==> config.mk <==
export PLATFORM = sky130hd
export DESIGN_NAME = id_ex_pipeline_reg_flat
export DESIGN_NICKNAME = d
export VERILOG_FILES = /design/src/rtl/id_ex_pipeline_reg_if.sv /design/src/rtl/id_ex_pipeline_reg.sv /design/src/flat_wrapper.sv
export SDC_FILE = /design/constraint.sdc
export NUM_CORES = 1
export LEC_CHECK = 0
export BUFFER_PORTS_ARGS = -buffer_cell sky130_fd_sc_hd__buf_2
export CORE_AREA = 2 2 131 133
export DETAILED_ROUTE_END_ITERATION = 7
export DIE_AREA = 0 0 133 135
export GPL_TIMING_DRIVEN = 0
export PLACE_DENSITY = 0.76
export SLEW_MARGIN = 20
export SYNTH_ARGS = -nofsm -noshare
export SYNTH_HDL_FRONTEND = slang
export SYNTH_SLANG_ARGS = --single-unit
==> constraint.sdc <==
create_clock -name clk -period 3.35 [get_ports clk]
set_clock_uncertainty 0.15 [all_clocks]
set_input_delay 0.8375 -clock clk [delete_from_list [all_inputs] [get_ports clk]]
set_output_delay 0.8375 -clock clk [all_outputs]
set_load 0.03 [all_outputs]
==> src/rtl/id_ex_pipeline_reg_if.sv <==
// ID/EX boundary bundle: decoded ID-stage fields going in, registered EX-stage
// copies plus the load-use stall indication coming back out.
// master = ID side (drives id_*, flush, ex_hold); slave = the pipeline register.
interface id_ex_pipeline_reg_if;
  logic        id_valid;
  logic [1:0]  id_wb_ctl;
  logic [2:0]  id_m_ctl;
  logic [3:0]  id_ex_ctl;
  logic [31:0] id_npc;
  logic [31:0] id_rd_data1;
  logic [31:0] id_rd_data2;
  logic [31:0] id_sign_ext;
  logic [4:0]  id_rs;
  logic [4:0]  id_rt;
  logic [4:0]  id_rd;
  logic        flush;
  logic        ex_hold;

  logic        ex_valid;
  logic [1:0]  ex_wb_ctl;
  logic [2:0]  ex_m_ctl;
  logic [3:0]  ex_ex_ctl;
  logic [31:0] ex_npc;
  logic [31:0] ex_rd_data1;
  logic [31:0] ex_rd_data2;
  logic [31:0] ex_sign_ext;
  logic [4:0]  ex_rs;
  logic [4:0]  ex_rt;
  logic [4:0]  ex_rd;
  logic        stall;
  logic [31:0] stall_count;

  modport master (
    output id_valid, id_wb_ctl, id_m_ctl, id_ex_ctl, id_npc, id_rd_data1,
           id_rd_data2, id_sign_ext, id_rs, id_rt, id_rd, flush, ex_hold,
    input  ex_valid, ex_wb_ctl, ex_m_ctl, ex_ex_ctl, ex_npc, ex_rd_data1,
           ex_rd_data2, ex_sign_ext, ex_rs, ex_rt, ex_rd, stall, stall_count
  );

  modport slave (
    input  id_valid, id_wb_ctl, id_m_ctl, id_ex_ctl, id_npc, id_rd_data1,
           id_rd_data2, id_sign_ext, id_rs, id_rt, id_rd, flush, ex_hold,
    output ex_valid, ex_wb_ctl, ex_m_ctl, ex_ex_ctl, ex_npc, ex_rd_data1,
           ex_rd_data2, ex_sign_ext, ex_rs, ex_rt, ex_rd, stall, stall_count
  );
endinterface

==> src/rtl/id_ex_pipeline_reg.sv <==
// ID/EX pipeline register with load-use hazard detection for the MIPS32 core.
// Edge priority: flush > hold > load-use bubble > normal load.
// Optional macro ID_EX_STALL_COUNTER_EN builds a saturating count of load-use
// bubbles; without it stall_count reads as zero.
module id_ex_pipeline_reg (
  input logic                 clk,
  input logic                 rst_n,
  id_ex_pipeline_reg_if.slave bus
);

  typedef struct packed {
    logic        valid;
    logic [1:0]  wb_ctl;
    logic [2:0]  m_ctl;
    logic [3:0]  ex_ctl;
    logic [31:0] npc;
    logic [31:0] rd_data1;
    logic [31:0] rd_data2;
    logic [31:0] sign_ext;
    logic [4:0]  rs;
    logic [4:0]  rt;
    logic [4:0]  rd;
  } ex_regs_t;

  ex_regs_t ex_q, ex_d;
  logic     hz;
  logic     bubble_cnt;

  // Load in EX whose target is read by the ID instruction (rs and rt always
  // compared, $0 destination never hazards).
  always_comb begin
    hz = bus.id_valid & ex_q.valid & ex_q.m_ctl[1] & (ex_q.rt != 5'd0) &
         ((ex_q.rt == bus.id_rs) | (ex_q.rt == bus.id_rt));
  end

  assign bus.stall  = !bus.flush & (bus.ex_hold | hz);
  assign bubble_cnt = !bus.flush & !bus.ex_hold & hz;

  // Next-state: data/address always follow ID; control is cleared for a
  // flush, a bubble or an invalid ID slot; hold freezes everything.
  always_comb begin
    ex_d = ex_q;
    if (bus.flush || !bus.ex_hold) begin
      ex_d.npc      = bus.id_npc;
      ex_d.rd_data1 = bus.id_rd_data1;
      ex_d.rd_data2 = bus.id_rd_data2;
      ex_d.sign_ext = bus.id_sign_ext;
      ex_d.rs       = bus.id_rs;
      ex_d.rt       = bus.id_rt;
      ex_d.rd       = bus.id_rd;
      if (bus.flush || hz || !bus.id_valid) begin
        ex_d.valid  = 1'b0;
        ex_d.wb_ctl = 2'b00;
        ex_d.m_ctl  = 3'b000;
        ex_d.ex_ctl = 4'b0000;
      end else begin
        ex_d.valid  = 1'b1;
        ex_d.wb_ctl = bus.id_wb_ctl;
        ex_d.m_ctl  = bus.id_m_ctl;
        ex_d.ex_ctl = bus.id_ex_ctl;
      end
    end
  end

  // ID/EX state register, cleared asynchronously.
  always_ff @(posedge clk or negedge rst_n) begin
    if (!rst_n) ex_q <= '0;
    else        ex_q <= ex_d;
  end

  assign bus.ex_valid    = ex_q.valid;
  assign bus.ex_wb_ctl   = ex_q.wb_ctl;
  assign bus.ex_m_ctl    = ex_q.m_ctl;
  assign bus.ex_ex_ctl   = ex_q.ex_ctl;
  assign bus.ex_npc      = ex_q.npc;
  assign bus.ex_rd_data1 = ex_q.rd_data1;
  assign bus.ex_rd_data2 = ex_q.rd_data2;
  assign bus.ex_sign_ext = ex_q.sign_ext;
  assign bus.ex_rs       = ex_q.rs;
  assign bus.ex_rt       = ex_q.rt;
  assign bus.ex_rd       = ex_q.rd;

`ifdef ID_EX_STALL_COUNTER_EN
  logic [31:0] stall_count_q, stall_count_d;

  // Saturating count of load-use bubbles only.
  always_comb begin
    stall_count_d = stall_count_q;
    if (bubble_cnt && (stall_count_q != 32'hFFFF_FFFF))
      stall_count_d = stall_count_q + 32'd1;
  end

  // Counter register, cleared asynchronously.
  always_ff @(posedge clk or negedge rst_n) begin
    if (!rst_n) stall_count_q <= 32'd0;
    else        stall_count_q <= stall_count_d;
  end

  assign bus.stall_count = stall_count_q;
`else
  logic unused_bubble_cnt;
  assign unused_bubble_cnt = bubble_cnt;
  assign bus.stall_count   = 32'h0;
`endif

endmodule

==> src/flat_wrapper.sv <==
// flat-port wrapper written by rule: the top's interface ports become plain ports
module id_ex_pipeline_reg_flat 
  (clk, rst_n, bus_id_valid, bus_id_wb_ctl, bus_id_m_ctl, bus_id_ex_ctl, bus_id_npc, bus_id_rd_data1, bus_id_rd_data2, bus_id_sign_ext, bus_id_rs, bus_id_rt, bus_id_rd, bus_flush, bus_ex_hold, bus_ex_valid, bus_ex_wb_ctl, bus_ex_m_ctl, bus_ex_ex_ctl, bus_ex_npc, bus_ex_rd_data1, bus_ex_rd_data2, bus_ex_sign_ext, bus_ex_rs, bus_ex_rt, bus_ex_rd, bus_stall, bus_stall_count);
  id_ex_pipeline_reg_if bus_i ();
  input logic clk;
  input logic rst_n;
  input wire logic [$bits(bus_i.id_valid)-1:0] bus_id_valid;
  input wire logic [$bits(bus_i.id_wb_ctl)-1:0] bus_id_wb_ctl;
  input wire logic [$bits(bus_i.id_m_ctl)-1:0] bus_id_m_ctl;
  input wire logic [$bits(bus_i.id_ex_ctl)-1:0] bus_id_ex_ctl;
  input wire logic [$bits(bus_i.id_npc)-1:0] bus_id_npc;
  input wire logic [$bits(bus_i.id_rd_data1)-1:0] bus_id_rd_data1;
  input wire logic [$bits(bus_i.id_rd_data2)-1:0] bus_id_rd_data2;
  input wire logic [$bits(bus_i.id_sign_ext)-1:0] bus_id_sign_ext;
  input wire logic [$bits(bus_i.id_rs)-1:0] bus_id_rs;
  input wire logic [$bits(bus_i.id_rt)-1:0] bus_id_rt;
  input wire logic [$bits(bus_i.id_rd)-1:0] bus_id_rd;
  input wire logic [$bits(bus_i.flush)-1:0] bus_flush;
  input wire logic [$bits(bus_i.ex_hold)-1:0] bus_ex_hold;
  output wire logic [$bits(bus_i.ex_valid)-1:0] bus_ex_valid;
  output wire logic [$bits(bus_i.ex_wb_ctl)-1:0] bus_ex_wb_ctl;
  output wire logic [$bits(bus_i.ex_m_ctl)-1:0] bus_ex_m_ctl;
  output wire logic [$bits(bus_i.ex_ex_ctl)-1:0] bus_ex_ex_ctl;
  output wire logic [$bits(bus_i.ex_npc)-1:0] bus_ex_npc;
  output wire logic [$bits(bus_i.ex_rd_data1)-1:0] bus_ex_rd_data1;
  output wire logic [$bits(bus_i.ex_rd_data2)-1:0] bus_ex_rd_data2;
  output wire logic [$bits(bus_i.ex_sign_ext)-1:0] bus_ex_sign_ext;
  output wire logic [$bits(bus_i.ex_rs)-1:0] bus_ex_rs;
  output wire logic [$bits(bus_i.ex_rt)-1:0] bus_ex_rt;
  output wire logic [$bits(bus_i.ex_rd)-1:0] bus_ex_rd;
  output wire logic [$bits(bus_i.stall)-1:0] bus_stall;
  output wire logic [$bits(bus_i.stall_count)-1:0] bus_stall_count;
  assign bus_i.id_valid = bus_id_valid;
  assign bus_i.id_wb_ctl = bus_id_wb_ctl;
  assign bus_i.id_m_ctl = bus_id_m_ctl;
  assign bus_i.id_ex_ctl = bus_id_ex_ctl;
  assign bus_i.id_npc = bus_id_npc;
  assign bus_i.id_rd_data1 = bus_id_rd_data1;
  assign bus_i.id_rd_data2 = bus_id_rd_data2;
  assign bus_i.id_sign_ext = bus_id_sign_ext;
  assign bus_i.id_rs = bus_id_rs;
  assign bus_i.id_rt = bus_id_rt;
  assign bus_i.id_rd = bus_id_rd;
  assign bus_i.flush = bus_flush;
  assign bus_i.ex_hold = bus_ex_hold;
  assign bus_ex_valid = bus_i.ex_valid;
  assign bus_ex_wb_ctl = bus_i.ex_wb_ctl;
  assign bus_ex_m_ctl = bus_i.ex_m_ctl;
  assign bus_ex_ex_ctl = bus_i.ex_ex_ctl;
  assign bus_ex_npc = bus_i.ex_npc;
  assign bus_ex_rd_data1 = bus_i.ex_rd_data1;
  assign bus_ex_rd_data2 = bus_i.ex_rd_data2;
  assign bus_ex_sign_ext = bus_i.ex_sign_ext;
  assign bus_ex_rs = bus_i.ex_rs;
  assign bus_ex_rt = bus_i.ex_rt;
  assign bus_ex_rd = bus_i.ex_rd;
  assign bus_stall = bus_i.stall;
  assign bus_stall_count = bus_i.stall_count;
  id_ex_pipeline_reg u_core (.clk(clk), .rst_n(rst_n), .bus(bus_i));
endmodule
# Word-level counts from Yosys, hierarchy flattened
# Cells that the tools add are included.
word_totals:
  reg_bits: 153
  out_inout_bits: 186
  wordCells: 28
  inputBits: 157
classes:
  n_mux: 1
  eq_ne: 2
  reduce_logical: 7
  n_bitwise: 7
op_table:
  columns: ["op", "count"]
  rows:
  - ["$eq A5 B5 Y1", 2]
  - ["$mux W10", 1]
  - ["$and A1 B1 Y1", 5]
  - ["$reduce_bool A5 Y1", 1]
  - ["$logic_not A1 Y1", 3]
  - ["$logic_or A1 B1 Y1", 3]
  - ["$or A1 B1 Y1", 2]

# Depth between registers and ports, before layout
# Gate-level depths: netlist of the first run.
depth:
  depth_word: 7
  mapped_depth: 7
  ltp_nobuf: 5

# Worst setup path after synthesis of the first run
# Ideal clock, no wire load.
synth_timing:
  path_kind: "input to output"
  start: "input port bus_id_rs[4]"
  end: "output port bus_stall"
  n_path_buf: 1
  path_stages: 6
  slack_ps: 393
  t_arrival_ps: 1970
  t_required_ps: 2362
  cell_sequence: "xnor2_1 > nand3_1 > nor3_1 > o21ai_1 > buf_6 > a21oi_1"
synth_between:
  elab_chain_len: 5
synth_rtl:
  columns: ["item", "line", "source"]
  rows:
  - ["from (decl)", "flat_wrapper.sv:15", "input wire logic [$bits(bus_i.id_rs)-1:0] bus_id_rs;"]
  - ["$eq A5 B5 Y1", "id_ex_pipeline_reg.sv:33", "((ex_q.rt == bus.id_rs) | (ex_q.rt == bus.id_rt));"]
  - ["$or A1 B1 Y1", "id_ex_pipeline_reg.sv:33", null]
  - ["$and A1 B1 Y1", "id_ex_pipeline_reg.sv:32", "hz = bus.id_valid & ex_q.valid & ex_q.m_ctl[1] & (ex_q.rt != 5'd0) &"]
  - ["$or A1 B1 Y1", "id_ex_pipeline_reg.sv:36", "assign bus.stall = !bus.flush & (bus.ex_hold | hz);"]
  - ["$and A1 B1 Y1", "id_ex_pipeline_reg.sv:36", null]
  - ["to (decl)", "flat_wrapper.sv:31", "output wire logic [$bits(bus_i.stall)-1:0] bus_stall;"]
# Every way passes these cells.

# Worst setup path after layout of the first run
layout_timing:
  start: "input port bus_id_rt[4]"
  end: "output port bus_stall"
layout_between:
  elab_chain_len: 5
layout_rtl:
  columns: ["item", "line", "source"]
  rows:
  - ["from (decl)", "flat_wrapper.sv:16", "input wire logic [$bits(bus_i.id_rt)-1:0] bus_id_rt;"]
  - ["$eq A5 B5 Y1", "id_ex_pipeline_reg.sv:33", null]
  - ["$or A1 B1 Y1", "id_ex_pipeline_reg.sv:33", null]
  - ["$and A1 B1 Y1", "id_ex_pipeline_reg.sv:32", null]
  - ["$or A1 B1 Y1", "id_ex_pipeline_reg.sv:36", null]
  - ["$and A1 B1 Y1", "id_ex_pipeline_reg.sv:36", null]
# Every way passes these cells.

==> results of run 1 <==
-- final timing paths --
path                                                  from                    endpoint  depth (start not counted)
worst max-delay path                          bus_id_rt[4]                   bus_stall                          8
worst min-delay path                                 rst_n         u_core.bus.ex_rd[0]                          1
worst max register to register         u_core.bus.ex_rt[4]     u_core.bus.ex_wb_ctl[0]                          6
worst min register to register  u_core.bus.ex_sign_ext[13]  u_core.bus.ex_sign_ext[13]                          2
max in group asynchronous                            rst_n   u_core.bus.ex_rd_data2[7]                          2
min in group clk                u_core.bus.ex_sign_ext[13]  u_core.bus.ex_sign_ext[13]                          2
-- layer usage --
metal	wire length (microns)	vias to the layer above	part of all wire
li1	-	2763	-
met1	6890	2538	0.40
met2	8620	237	0.50
met3	1470	15	0.086
met4	206	0	0.012
met5	0	-	0
-- layout make-up --
type,instances,area [sq um],area share
clock inverter,11,220,0.0250
multi-input combinational,503,2050,0.232
inverter,1,3.75,0.000426
tap,220,275,0.0312
timing repair buffer,311,1590,0.180
buffer,67,405,0.0460
sequential,153,3830,0.434
clock buffer,20,447,0.0507
-- stage by stage --
step	utilization	setup TNS (ns)	hold WS, ns	std cells
3_5_place_dp	0.497	0	0.300	1255
4_1_cts	0.537	0	0.246	1286
5_1_grt	0.537	0	0.278	1286
6_report	0.537	0	0.246	1286
3_3_place_gp	0.494	-145.52	0.294	1254
2_1_floorplan	-	0	0.392	724
-- flip-flops by register name, summed over array words and instances, names as in the netlist, 4 cells and up --
register                count
u_core.bus.ex_rd_data1     32
u_core.bus.ex_rt            5
u_core.bus.ex_ex_ctl        4
u_core.bus.ex_rs            5
u_core.bus.ex_npc          32
u_core.bus.ex_rd            5
u_core.bus.ex_sign_ext     32
u_core.bus.ex_rd_data2     32
-- cells by family after synthesis --
| group | Yosys count |
|---|---|
| AOI/OAI and AO/OA | 13 |
| xor gates and xnor gates | 10 |
| buffers and inverters | 68 |
| DFF | 153 |
| other | 1 |
| and+or+nand+nor | 448 |
-- cells in the mapped netlist --
cell      count  share of area
nand2_1     429           0.26
nor2_1        1        0.00061
nor2b_1      10          0.010
a21oi_1       2         0.0016
xor2_1        4         0.0057
buf_6         1         0.0018
buf_2        18          0.015
o21ai_1       1        0.00081
a32o_1       10          0.016
inv_2         1        0.00061
nand2b_1      1         0.0010
nor3_1        3         0.0024
nand3_1       3         0.0024
buf_4        33          0.040
conb_1        1        0.00061
nor2_4        1         0.0018
xnor2_1       6         0.0085
clkbuf_1      9         0.0055
dfrtp_1     153           0.62
buf_1         6         0.0037
-- power by group through the flow --
| stage | Sequential [mW] | Clock (mW) | Combinational [mW] |
|---|---|---|---|
| floorplan | 2.41 | 0 | 0.279 |
| global placement | 2.11 | 0 | 0.931 |
| detailed placement | 2.11 | 0 | 0.948 |
| CTS | 2.08 | 2.21 | 0.948 |
| global route | 2.10 | 2.29 | 1.02 |
| finish | 2.08 | 2.16 | 0.939 |
-- worst reg2reg max path: stages, from the launching register on --
cell and delay (ns):
dfrtp_1 0.45, xnor2_1 0.23, nand3_1 0.11, nor3_1 0.21, o21ai_1 0.11, buf_6 0.16, a32o_1 0.22
==> results_dict.tcl, run 1 <==
set metrics [dict create \
    synthToLayoutAreaGrowth_pct 42.9 \
    fp.coreArea_sq_um 16400 \
    cts_inserted_buffers 17 \
    first_global_vias 5457 \
    drc_errors 0 \
    final_common_cell "nand2_1" \
    seqPwrFrac 0.401 \
    tritoncts_num_sinks 153 \
    crit_fanout 10 \
    final_net_count 1211 \
    tightest_slew_ns 0.597 \
    hold_path_class "in -> async" \
    clock_power_share 0.417 \
    p_int_mw 3.70 \
    timing.critical_path.from_type "input port" \
    grtUsageMet3 0.0586 \
    dp_worst_setup_slack_ns 0.287 \
    power.density_nw_per_um2 587 \
    layout.filler_cells 1504 \
    max_stage_delay_cell_worst_path "nor3_1" \
    synth-seq-area-share 0.621 \
    yosysUniqueCellTypes 20 \
    detailedPlacementHpwl_mm 13.1 \
    post_cts.resized_instances 0 \
    initial_antenna_violation_count 0 \
    routed_wire_length_per_instance_microns 13.4 \
    cts_max_path_buffers 2 \
    leakage_nw 5.15 \
    grt_start_max_net_pins 79 \
    diodes 0 \
    drt.antenna.violating_nets 0 \
    wl_mm 17.2 \
    gr-usage-met2 0.333 \
    timing_worst_setup_path_type "in -> out" \
    syn_avg_cell_area_sq_um 8.90 \
    floorplan.die.height_microns 135 \
    cts_root_buf "clkbuf_16" \
    cts-htree-levels 4 \
    run_status "completed" \
    cp.required_ns 2.36 \
    mappedNetlistArea_sq_um 6170 \
    post_synth_fa_ha_maj_area_fraction 0 \
    post_synth_inst_count 693 \
    chipWidth_microns 133 \
    r2r_setup_slack_ns 1.61 \
    maxClockFrequency_mhz 328 \
    cpMostUsedCell "buf_2" \
    share_of_layout_cells_above_drive_strength_1 0.370 \
    initial_core_util 0.376 \
    rsz0062_at_grt "no" \
    synth_seq_cells 153 \
    synth_warnings 0 \
    grt_util_all_layers 0.192 \
    synth_top_family_by_area "simple AND/OR/NAND/NOR gates" \
    synth_xor_area_frac 0.0142 \
    cts_tree "done" \
    firstDrtPassIters 5 \
    post-layout-total-power_mw 5.18 \
    finalSetupViolCount 0 \
    top_level_ports 343 \
    via_density 4.32 \
    slew_violations 0 \
    worst_slack_ns 0.303 \
    core.rowCount 47 \
    placed_area_sq_um 8150 \
    grt_use_met1 0.229 \
    hold_bufs_inserted_after_cts 0 \
    grt_busiest_layer "met2" \
    critical_path_arrival_ns 2.06 \
    critPathCaptureType "primary output" \
    gp_congestion 0.789 \
    cap_viol_max_count 0 \
    cts_setup_buffers 0 \
    globalRoute.totalOverflow 0 \
    timing.critical_path.slowest_cell_delay_ns 0.21 \
    count_of_buffering_cells_on_the_critical_path_with_inverters_included 3 \
    critical-path-top-delay-family "buffers and inverters" \
    multiplexer_share_of_the_synthesized_area 0 \
    route.vias.total 5553 \
    most-common-layout-cells "nand2_1 (429), buf_2 (327), dfrtp_1 (153), buf_4 (33), conb_1 (32)" \
    swShare 0.285 \
    post_synth_and_or_nand_nor_area_fraction 0.280 \
    total_switching_power_mw 1.48 \
    path_clk_slew_ns 0.06 \
    detail_route.iter0.violations 221 \
    io_buffer_count 310 \
    hold_viol 0 \
    die_area_sq_um 18000 \
    insertion_delay_ns 0.41 \
    fin_area_sq_um 8820 \
    vdd.ir_drop.worst_mv 0.312 \
    path_cells "buf_2 > xnor2_1 > nand3_1 > nor3_1 > o21ai_1 > buf_6 > a21oi_1 > buf_2" \
    global_route_wire_length_before_repair_mm 27.2 \
    max_slew_margin 0.602 \
    finalCritPeriodShare 0.910 \
    combinationalPowerShare 0.181 \
    synth-compound-area-share 0.0187 \
    final_critical_path_time_including_i_o_delays_and_setup_ns 3.05 \
]
(Power assumes the default switching activity.)
==> run 2: changes to the inputs <==
RECOVER_POWER = 50   (was unset)
SETUP_SLACK_MARGIN = 0.5   (was unset)
==> results_dict.tcl, run 2 (synthesized netlist as in run 1, its figures left out) <==
set metrics [dict create \
    run_status "finished, violations left" \
    violations "capacitance limit, slew limit" \
    worst_r2r_path_depth 16 \
    post_route_non_filler_standard_cell_count 1299 \
    detail_route.iter0.violations 226 \
    final_common_cell "nand2_1" \
    io_buffer_count 310 \
    combinationalPowerShare 0.185 \
    vdd.ir_drop.worst_mv 0.331 \
    initial_core_util 0.376 \
    grt_util_all_layers 0.197 \
    critical_path_arrival_ns 1.95 \
    final_net_count 1223 \
    timing.critical_path.from_type "input port" \
    share_of_layout_cells_above_drive_strength_1 0.370 \
    hold_bufs_inserted_after_cts 0 \
    hold_path_class "reg -> reg" \
    slew_violations 78 \
    chipWidth_microns 133 \
    fp.coreArea_sq_um 16400 \
    tightest_slew_ns 1.99 \
    leakage_nw 5.15 \
    gp_congestion 0.818 \
    route.vias.total 5607 \
    via_density 4.32 \
    floorplan.die.height_microns 135 \
    total_number_of_cells_along_the_worst_setup_path 8 \
    finalSetupViolCount 0 \
    firstDrtPassIters 4 \
    post-layout-total-power_mw 5.12 \
    first_global_vias 5481 \
    globalRoute.totalOverflow 0 \
    max_slew_margin -0.327 \
    routed_wire_length_per_instance_microns 13.8 \
    critical-path-top-delay-family "buffers and inverters" \
    most-common-layout-cells "nand2_1 (429), buf_2 (306), dfrtp_1 (149), buf_4 (43), clkbuf_1 (33)" \
    core.rowCount 47 \
    hold_path_depth 2 \
    p_int_mw 3.59 \
    rsz0062_at_grt "yes" \
    layout.filler_cells 1514 \
    diodes 0 \
    critPathCaptureType "primary output" \
    grt_start_max_net_pins 79 \
    total_switching_power_mw 1.54 \
    tritoncts_num_sinks 153 \
    die_area_sq_um 18000 \
    cts_tree "done" \
    clock_power_share 0.409 \
    initial_antenna_violation_count 0 \
    insertion_delay_ns 0.42 \
    maxClockFrequency_mhz 340 \
    count_of_buffering_cells_on_the_critical_path_with_inverters_included 3 \
    global_route_wire_length_before_repair_mm 27.7 \
    cts_inserted_buffers 17 \
    top_level_ports 343 \
    synthToLayoutAreaGrowth_pct 44.8 \
    timing.hold.ws_ns 0.308 \
    drt.antenna.violating_nets 0 \
    cap_viol_max_count 1 \
    final_core_util 0.545 \
    cpMostUsedCell "buf_6" \
    path_cells "buf_2 > xnor2_2 > nand3_2 > nor3_4 > o21ai_2 > buf_6 > a21oi_2 > buf_6" \
    final_critical_path_time_including_i_o_delays_and_setup_ns 2.94 \
    max_stage_delay_cell_worst_path "nor3_4" \
    seqPwrFrac 0.406 \
    finalCritPeriodShare 0.878 \
    cts-htree-levels 4 \
    crit_fanout 2 \
    drc_errors 0 \
    timing.critical_path.slowest_cell_delay_ns 0.21 \
    power.density_nw_per_um2 573 \
    detailedPlacementHpwl_mm 13.3 \
    swShare 0.300 \
    hold_viol 0 \
    timing_worst_setup_path_type "in -> out" \
    path_clk_slew_ns 0.06 \
    cp.required_ns 2.36 \
    placed_cells_incl_taps 1255 \
    cts_root_buf "clkbuf_16" \
    tns_ns 0 \
    wl_mm 17.9 \
    cts_max_path_buffers 2 \
]
run 2: changes by cell type in the layout (fill, tap and decap cells not counted), sizes merged:
cell,previous run,this run
bufinv,6,4
buf,369,357
clkinvlp,0,3
clkinv,5,2
inv,1,4
clkbuf,29,53
run 2: through the flow:
step                      setup WS, ns  cell area [sq um]
after floorplan                  0.578               6290
after global placement           -1.01               8120
after detailed placement         0.320               8150
after CTS                        0.500               8910
after global routing             0.349               8930
final                            0.408               8930
run 2: power by group through the flow:
stage / Sequential [mW] / Clock [mW] / Combinational (mW)
3_5_place_dp: 2.11 / 0 / 0.949
2_1_floorplan: 2.41 / 0 / 0.279
6_report: 2.08 / 2.09 / 0.948
3_3_place_gp: 2.11 / 0 / 0.934
4_1_cts: 2.08 / 2.14 / 0.953
5_1_grt: 2.10 / 2.23 / 1.03
run 2: tightest hold or removal path, stage by stage, from the launching register on:
cell     delay, ns
dfrtp_1       0.34
nand2_1       0.05
nand2_1       0.05
run 2: cell type report:
class / instances / area (sq um) / area share
inverters: 1 / 3.75 / 0.000420
well taps: 220 / 275 / 0.0308
multi-input cells: 503 / 2100 / 0.235
repair buffers: 323 / 1670 / 0.187
plain buffers: 67 / 403 / 0.0451
clock buffers: 20 / 457 / 0.0511
clock inverters: 12 / 189 / 0.0211
flip-flops and latches: 153 / 3830 / 0.429
run 2: routing by layer:
layer,GRT usage,routed length [microns],vias up
met2,0.330,8690,245
met1,0.234,7200,2527
li1,-,-,2797
met5,0,0,-
met3,0.0668,1560,38
met4,0.0812,482,0
run 2: final timing paths:
check | from | to | slack (ns)
worst max register to register | u_core.bus.ex_rt[0] | u_core.bus.ex_valid | 0.46
worst min register to register | u_core.bus.ex_npc[14] | u_core.bus.ex_npc[14] | 0.31
max in group asynchronous | rst_n | u_core.bus.ex_rt[4] | 0.95
worst max-delay path | bus_id_rs[0] | bus_stall | 0.41
min in group asynchronous | rst_n | u_core.bus.ex_sign_ext[27] | 0.81
worst min-delay path | u_core.bus.ex_npc[14] | u_core.bus.ex_npc[14] | 0.31
run 2: what timing repair did:
| action | in CTS | in global routing |
|---|---|---|
| buffers inserted | 12 | 0 |
| pin swaps | 4 | 6 |
| endpoints found under the hold margin | 0 | 0 |
| setup endpoints to repair | 1 | 2 |
| cloned | 0 | 0 |
| resized for setup | 7 | 13 |
